File: src/rtl/decode_pkg.sv
// Shared types and instruction field positions for the decode stage.
package decode_pkg;

   localparam int INSTR_W = 33;
   localparam int FIELD_W = 5;

   localparam int INM_BIT = 32;
   localparam int TIPO_HI = 31;
   localparam int TIPO_LO = 30;
   localparam int OP_HI   = 29;
   localparam int OP_LO   = 28;
   localparam int RS1_HI  = 27;
   localparam int RS1_LO  = 23;
   localparam int RS2_HI  = 22;
   localparam int RS2_LO  = 18;
   localparam int RD_HI   = 4;
   localparam int RD_LO   = 0;

   // {tipo, op} pair that places rd in the upper register field
   localparam logic [1:0] TIPO_RD_UP = 2'b01;
   localparam logic [1:0] OP_RD_UP   = 2'b00;

   typedef struct packed {
      logic       reg_write;
      logic       alu_src;
      logic       mem_write;
      logic       result_src;
      logic       branch;
      logic [2:0] alu_ctrl;
      logic [1:0] rgb;
   } ctrl_t;

   localparam ctrl_t CTRL_NOP = '0;

endpackage

File: src/rtl/decode_regfile.sv
// Register file, 2 async read / 1 sync write; r0 hardwired to zero.
// DECODE_WB_BYPASS_EN forwards the same-cycle write data to matching reads.
import decode_pkg::*;

module decode_regfile #(
   parameter  int DATA_W   = 18,
   parameter  int NUM_REGS = 32,
   localparam int ADDR_W   = $clog2(NUM_REGS)
) (
   input  logic              i_clk,
   input  logic              i_rst,
   input  logic [ADDR_W-1:0] i_raddr1,
   input  logic [ADDR_W-1:0] i_raddr2,
   output logic [DATA_W-1:0] o_rdata1,
   output logic [DATA_W-1:0] o_rdata2,
   input  logic              i_we,
   input  logic [ADDR_W-1:0] i_waddr,
   input  logic [DATA_W-1:0] i_wdata
);

   logic [DATA_W-1:0] r_mem [NUM_REGS];
   logic              w_wr_en;

   assign w_wr_en = i_we && (i_waddr != '0);

   always_ff @(posedge i_clk) begin
      if (i_rst) begin
         for (int unsigned i = 0; i < NUM_REGS; i++) begin
            r_mem[i] <= '0;
         end
      end else if (w_wr_en) begin
         r_mem[i_waddr] <= i_wdata;
      end
   end

   always_comb begin
      o_rdata1 = (i_raddr1 == '0) ? '0 : r_mem[i_raddr1];
      o_rdata2 = (i_raddr2 == '0) ? '0 : r_mem[i_raddr2];
`ifdef DECODE_WB_BYPASS_EN
      if (w_wr_en && (i_waddr == i_raddr1)) o_rdata1 = i_wdata;
      if (w_wr_en && (i_waddr == i_raddr2)) o_rdata2 = i_wdata;
`endif
   end

endmodule

File: src/rtl/decode_pipe.sv
// Decode stage: field decode, register read, load-use stall and D->E pipeline register.
// Define DECODE_WB_BYPASS_EN to forward same-cycle writeback data into the register reads.
import decode_pkg::*;

module decode_pipe #(
   parameter  int DATA_W   = 18,
   parameter  int PC_W     = 18,
   parameter  int NUM_REGS = 32,
   localparam int ADDR_W   = $clog2(NUM_REGS)
) (
   input  logic               clk,
   input  logic               rst,
   input  logic [INSTR_W-1:0] instr_d,
   input  logic               valid_d,
   input  logic [PC_W-1:0]    pc_d,
   input  logic [PC_W-1:0]    pc_plus4_d,
   input  ctrl_t              ctrl_d,
   input  logic [DATA_W-1:0]  imm_ext_d,
   input  logic               reg_write_w,
   input  logic [ADDR_W-1:0]  rd_w,
   input  logic [DATA_W-1:0]  result_w,
   input  logic               flush_e,
   output logic               stall_d,
   output logic               valid_e,
   output ctrl_t              ctrl_e,
   output logic [DATA_W-1:0]  rd1_e,
   output logic [DATA_W-1:0]  rd2_e,
   output logic [DATA_W-1:0]  imm_ext_e,
   output logic [ADDR_W-1:0]  rs1_e,
   output logic [ADDR_W-1:0]  rs2_e,
   output logic [ADDR_W-1:0]  rd_e,
   output logic [PC_W-1:0]    pc_e,
   output logic [PC_W-1:0]    pc_plus4_e
);

   logic [FIELD_W-1:0] w_rs1_f, w_rs2_f, w_rd_f;
   logic [ADDR_W-1:0]  w_rs1, w_rs2, w_rd;
   logic               w_rd_up;
   logic [DATA_W-1:0]  w_rd1, w_rd2;
   logic               w_stall;
   logic               w_bubble;
   logic               w_unused;

   logic               r_valid_e;
   ctrl_t              r_ctrl_e;
   logic [DATA_W-1:0]  r_rd1_e, r_rd2_e, r_imm_ext_e;
   logic [ADDR_W-1:0]  r_rs1_e, r_rs2_e, r_rd_e;
   logic [PC_W-1:0]    r_pc_e, r_pc_plus4_e;

   assign w_rd_up = instr_d[INM_BIT] ||
                    ((instr_d[TIPO_HI:TIPO_LO] == TIPO_RD_UP) && (instr_d[OP_HI:OP_LO] == OP_RD_UP));

   assign w_rs1_f = instr_d[RS1_HI:RS1_LO];
   assign w_rs2_f = instr_d[INM_BIT] ? instr_d[RS2_HI:RS2_LO] : instr_d[RD_HI:RD_LO];
   assign w_rd_f  = w_rd_up ? instr_d[RS2_HI:RS2_LO] : instr_d[RD_HI:RD_LO];

   assign w_rs1 = w_rs1_f[ADDR_W-1:0];
   assign w_rs2 = w_rs2_f[ADDR_W-1:0];
   assign w_rd  = w_rd_f[ADDR_W-1:0];

   assign w_unused = ^{instr_d[RS2_LO-1:RD_HI+1], w_rs1_f, w_rs2_f, w_rd_f};

   decode_regfile #(
      .DATA_W   (DATA_W),
      .NUM_REGS (NUM_REGS)
   ) u_regfile (
      .i_clk    (clk),
      .i_rst    (rst),
      .i_raddr1 (w_rs1),
      .i_raddr2 (w_rs2),
      .o_rdata1 (w_rd1),
      .o_rdata2 (w_rd2),
      .i_we     (reg_write_w),
      .i_waddr  (rd_w),
      .i_wdata  (result_w)
   );

   // Load in E whose destination feeds this D instruction; masked during reset.
   assign w_stall = !rst && valid_d && r_valid_e && r_ctrl_e.result_src && r_ctrl_e.reg_write &&
                    (r_rd_e != '0) && ((r_rd_e == w_rs1) || (r_rd_e == w_rs2));

   // Reset, flush, stall and invalid D all load the same all-zero bubble.
   assign w_bubble = rst || flush_e || w_stall || !valid_d;

   always_ff @(posedge clk) begin
      if (w_bubble) begin
         r_valid_e    <= 1'b0;
         r_ctrl_e     <= CTRL_NOP;
         r_rd1_e      <= '0;
         r_rd2_e      <= '0;
         r_imm_ext_e  <= '0;
         r_rs1_e      <= '0;
         r_rs2_e      <= '0;
         r_rd_e       <= '0;
         r_pc_e       <= '0;
         r_pc_plus4_e <= '0;
      end else begin
         r_valid_e    <= 1'b1;
         r_ctrl_e     <= ctrl_d;
         r_rd1_e      <= w_rd1;
         r_rd2_e      <= w_rd2;
         r_imm_ext_e  <= imm_ext_d;
         r_rs1_e      <= w_rs1;
         r_rs2_e      <= w_rs2;
         r_rd_e       <= w_rd;
         r_pc_e       <= pc_d;
         r_pc_plus4_e <= pc_plus4_d;
      end
   end

   assign stall_d    = w_stall;
   assign valid_e    = r_valid_e;
   assign ctrl_e     = r_ctrl_e;
   assign rd1_e      = r_rd1_e;
   assign rd2_e      = r_rd2_e;
   assign imm_ext_e  = r_imm_ext_e;
   assign rs1_e      = r_rs1_e;
   assign rs2_e      = r_rs2_e;
   assign rd_e       = r_rd_e;
   assign pc_e       = r_pc_e;
   assign pc_plus4_e = r_pc_plus4_e;

endmodule

File: config.mk
export PLATFORM = sky130hd
export DESIGN_NAME = decode_pipe
export DESIGN_NICKNAME = d
export VERILOG_FILES = /design/src/rtl/decode_pkg.sv /design/src/rtl/decode_regfile.sv /design/src/rtl/decode_pipe.sv
export SDC_FILE = /design/constraint.sdc
export NUM_CORES = 1
export LEC_CHECK = 0
export CORE_MARGIN = 2
export CORE_UTILIZATION = 60
export CTS_CLUSTER_DIAMETER = 80
export CTS_CLUSTER_SIZE = 8
export DETAILED_ROUTE_END_ITERATION = 12
export GPL_TIMING_DRIVEN = 0
export PLACE_DENSITY = 0.82
export SYNTH_ARGS = -nofsm -noshare
export SYNTH_HDL_FRONTEND = slang
export SYNTH_HIERARCHICAL = 1
export SYNTH_SLANG_ARGS = --single-unit
File: constraint.sdc
create_clock -name clk -period 3.5 [get_ports clk]
set_input_delay 0.525 -clock clk [delete_from_list [all_inputs] [get_ports clk]]
set_output_delay 0.525 -clock clk [all_outputs]
set_load 0.005 [all_outputs]
==> run metrics <==
status=finished, violations left; failing checks=max-capacitance violations, max-slew violations, negative setup slack; DRT iter0 DRCs=4,617; top_reg_cell synth=edfxtp_1; Syn Area/Cell=13.92 um^2; Synth area leader=edfxtp_1; most frequent cell after synthesis=edfxtp_1; largest net degree at the start of global routing=19; Switch Pwr=0.005381 W; Pre-Repair DR Iteration Count=7; via count=26,340; leakage=14.84 nW; Hold Path Class=input pin to register; vias per cell=7.122; Power, Total=0.02102 W; max_cap viols=1; CTS H-tree lvls=3; layout cells sized above 1=16.88%; Comb power frac=13.6%; height of the die=245.8 um; period utilisation layout=111.6%; Post-Syn Area=0.03509 mm^2; Reg-to-Reg Start=rd_e[3]$_SDFF_PP0_; CP peak stage delay=1.19 ns; Sequential Power Share=45.7%; Max Fclk=0.2560 GHz; CTS root buf=clkbuf_16; RSZ-0062 raised after global routing=true; worst setup margin=-0.4059 ns; crit path cell chain=clkdlybuf4s50_1 -> buf_2 -> clkbuf_1 -> mux2_2 -> o32ai_1 -> nor3_1 -> inv_1 -> a211oi_1; Final Hold Viols=0; final instance area=0.04135 mm^2; number of CTS-inserted buffers=96; fin. max-slew vios=11; maximum clock path buffer count=3; number of global-route vias before repair=25,910; number of flops mapped to enable cells by yosys=576; Critical Path End Type=register; actual slew at the worst max-slew pin=1.572 ns; placed inst area=0.03844 mm^2; Site Rows=88; critical path class=input pin to register; first-pass GRT wire length=187,300 um; YS warnings=6; Worst Setup SP=instr_d[23]; total grt overflow=0; RR Endpoint=rd1_e[16]$_SDFF_PP0_; ys async rst share=0%; TritonCTS Sinks=692; mean routed wirelength per cell=36.34 um; Die Wd=245.8 um; Core Area=0.05781 mm^2; worst reg2reg setup slack=0.24 ns; Starting Density=60.70%; post-layout util=71.53%; worst skew pair latency=0.65 ns; IO Port Bufs=227; Worst EP required=3.98 ns; # fillers=3,785; final WL=134,400 um; Setup crit end=rd1_e[2]$_SDFF_PP0_; Max-Slew Margin vs Limit=-4.813%; post-synth top area share=49.30%; Area Overhead vs Synth=17.84%; Clk pwr share=40.7%; CTS tree=yes; Setup-failing EPs final=19; Post-Synthesis Cells=2,520; P_int=0.01564 W; most frequent cells after synthesis=576 x edfxtp_1, 571 x and2_1, 215 x mux4_2, 162 x clkbuf_1, 151 x mux2i_1; crit-path max FO=10; sequential area share after synthesis=55.91%; NumNets Final=2,999; post-route ant nets=0; Worst R2R Path Depth=6; Yosys reg bits=692; final hold slack=0.4112 ns; startpoint types=input pin; gp weighted congestion=1.048; Final Skew=0.02486 ns; count of different cell masters after synthesis=49; Tmin final=3.906 ns; Area contributors post-synth=edfxtp_1 49%, mux4_2 14%, and2_1 10%; CP max-delay cell=clkbuf_1; die footprint=0.06043 mm^2; initial antenna violation count=9; Critical Path AT=4.38 ns; switching share of power=25.60%; I/O pin cnt=242; detailed placement HPWL=93,390 um; PD cells=508.4 mW/mm^2; total track usage=44.90%; DRC Markers=0; CTS clock-pin slew for the worst setup and hold paths=0.05 ns; Peak VDD IR=0.3747 mV
## metrics by stage
step	setup TNS, ns	instances	worst slack [ns]
final	-2.298	3699	-0.4059
after global routing	-0.4816	3698	-0.1353
after CTS	-0.01557	3693	-0.01557
after detailed placement	-280.89	3535	-1.376
after global placement	-239.06	3529	-1.516
after floorplan	0	2537	0.8300
## layer usage
metal | track usage [%] | share of wire [%]
met1 | 55.56 | 32
met2 | 64.48 | 42
met3 | 17.44 | 17
met4 | 32.46 | 8.7
met5 | 0 | 0.055
## critical path: cells and delay by family
family	cells	cell delay, ns
mux	1	0.46
simple gates	1	0.25
buf+inv	4	2.48
compound gates	2	0.65
## repair_timing
| action | CTS | global route |
|---|---|---|
| pin swaps | 1 | 2 |
| setup endpoints to repair | 27 | 23 |
| gates resized for setup | 33 | 30 |
| buffers inserted | 2 | 7 |
| hold endpoints to repair | 0 | 0 |
| hold buffers | 0 | 0 |
| cloned | 0 | 0 |
## kinds of logic (layout without fill, tap and decap cells)
group	Yosys count	after routing	synth area share (%)
AO/OA/AOI/OAI	318	318	6.857
XOR/XNOR	10	10	0.2496
buffers and inverters	353	748	4.511
flip-flops	692	692	55.91
multiplexers	392	392	19.28
other	1	20	0.01069
AND/OR/NAND/NOR	754	754	13.17
## layout by cell type, fill, tap and decap left out, types with 99 or more instances in the layout
cell type,netlist,layout
edfxtp_1,576,576
clkbuf_16,0,99
clkdlybuf4s50_1,0,226
dfxtp_1,116,116
mux2i_1,151,150
clkbuf_1,162,199
a211oi_1,144,133
inv_1,110,110
mux4_2,215,215
and2_1,571,571
## flip-flops by register name (all words and copies together) (netlist names), 10 cells and up
signal           cells
pc_e                18
ctrl_e              10
pc_plus4_e          18
rd2_e               18
imm_ext_e           18
rd1_e               18
u_regfile/r_mem    576
## worst min-delay path by stage
stage                                                   start                       end  slack (ns)  cells after the start
after global routing                            imm_ext_d[10]  imm_ext_e[10]$_SDFF_PP0_        0.41                      3
after global placement    u_regfile/r_mem[2][8]$_SDFFCE_PN0P_       rd1_e[8]$_SDFF_PP0_        0.93                      6
after floorplan                                     ctrl_d[0]      ctrl_e[0]$_SDFF_PP0_        0.64                      2
final                                           pc_plus4_d[3]  pc_plus4_e[3]$_SDFF_PP0_        0.41                      3
after detailed placement  u_regfile/r_mem[6][8]$_SDFFCE_PN0P_       rd1_e[8]$_SDFF_PP0_        0.95                      6
after CTS                                       pc_plus4_d[3]  pc_plus4_e[3]$_SDFF_PP0_        0.39                      3
## power by group through the flow
stage / registers (W) / logic, W / clock network (W)
2_1_floorplan: 0.00963 / 0.00152 / 0
3_3_place_gp: 0.00970 / 0.00261 / 0
3_5_place_dp: 0.00974 / 0.00267 / 0
4_1_cts: 0.00959 / 0.00270 / 0.00856
5_1_grt: 0.00963 / 0.00288 / 0.00890
6_report: 0.00961 / 0.00286 / 0.00855
## area by class of cell
cell class / instances / area, um^2 / share of cell area (%)
inverter: 111 / 416.7 / 1.008
sequential: 692 / 19620 / 47.45
antenna: 2 / 5.005 / 0.01210
clock buffer: 152 / 2676 / 6.473
multi-input combinational: 1492 / 14050 / 33.97
clock inverter: 4 / 31.28 / 0.07565
tap: 765 / 957.2 / 2.315
timing repair buffer: 242 / 2389 / 5.777
buffer: 239 / 1207 / 2.920
No activity file was read; power rests on OpenSTA's default activity.
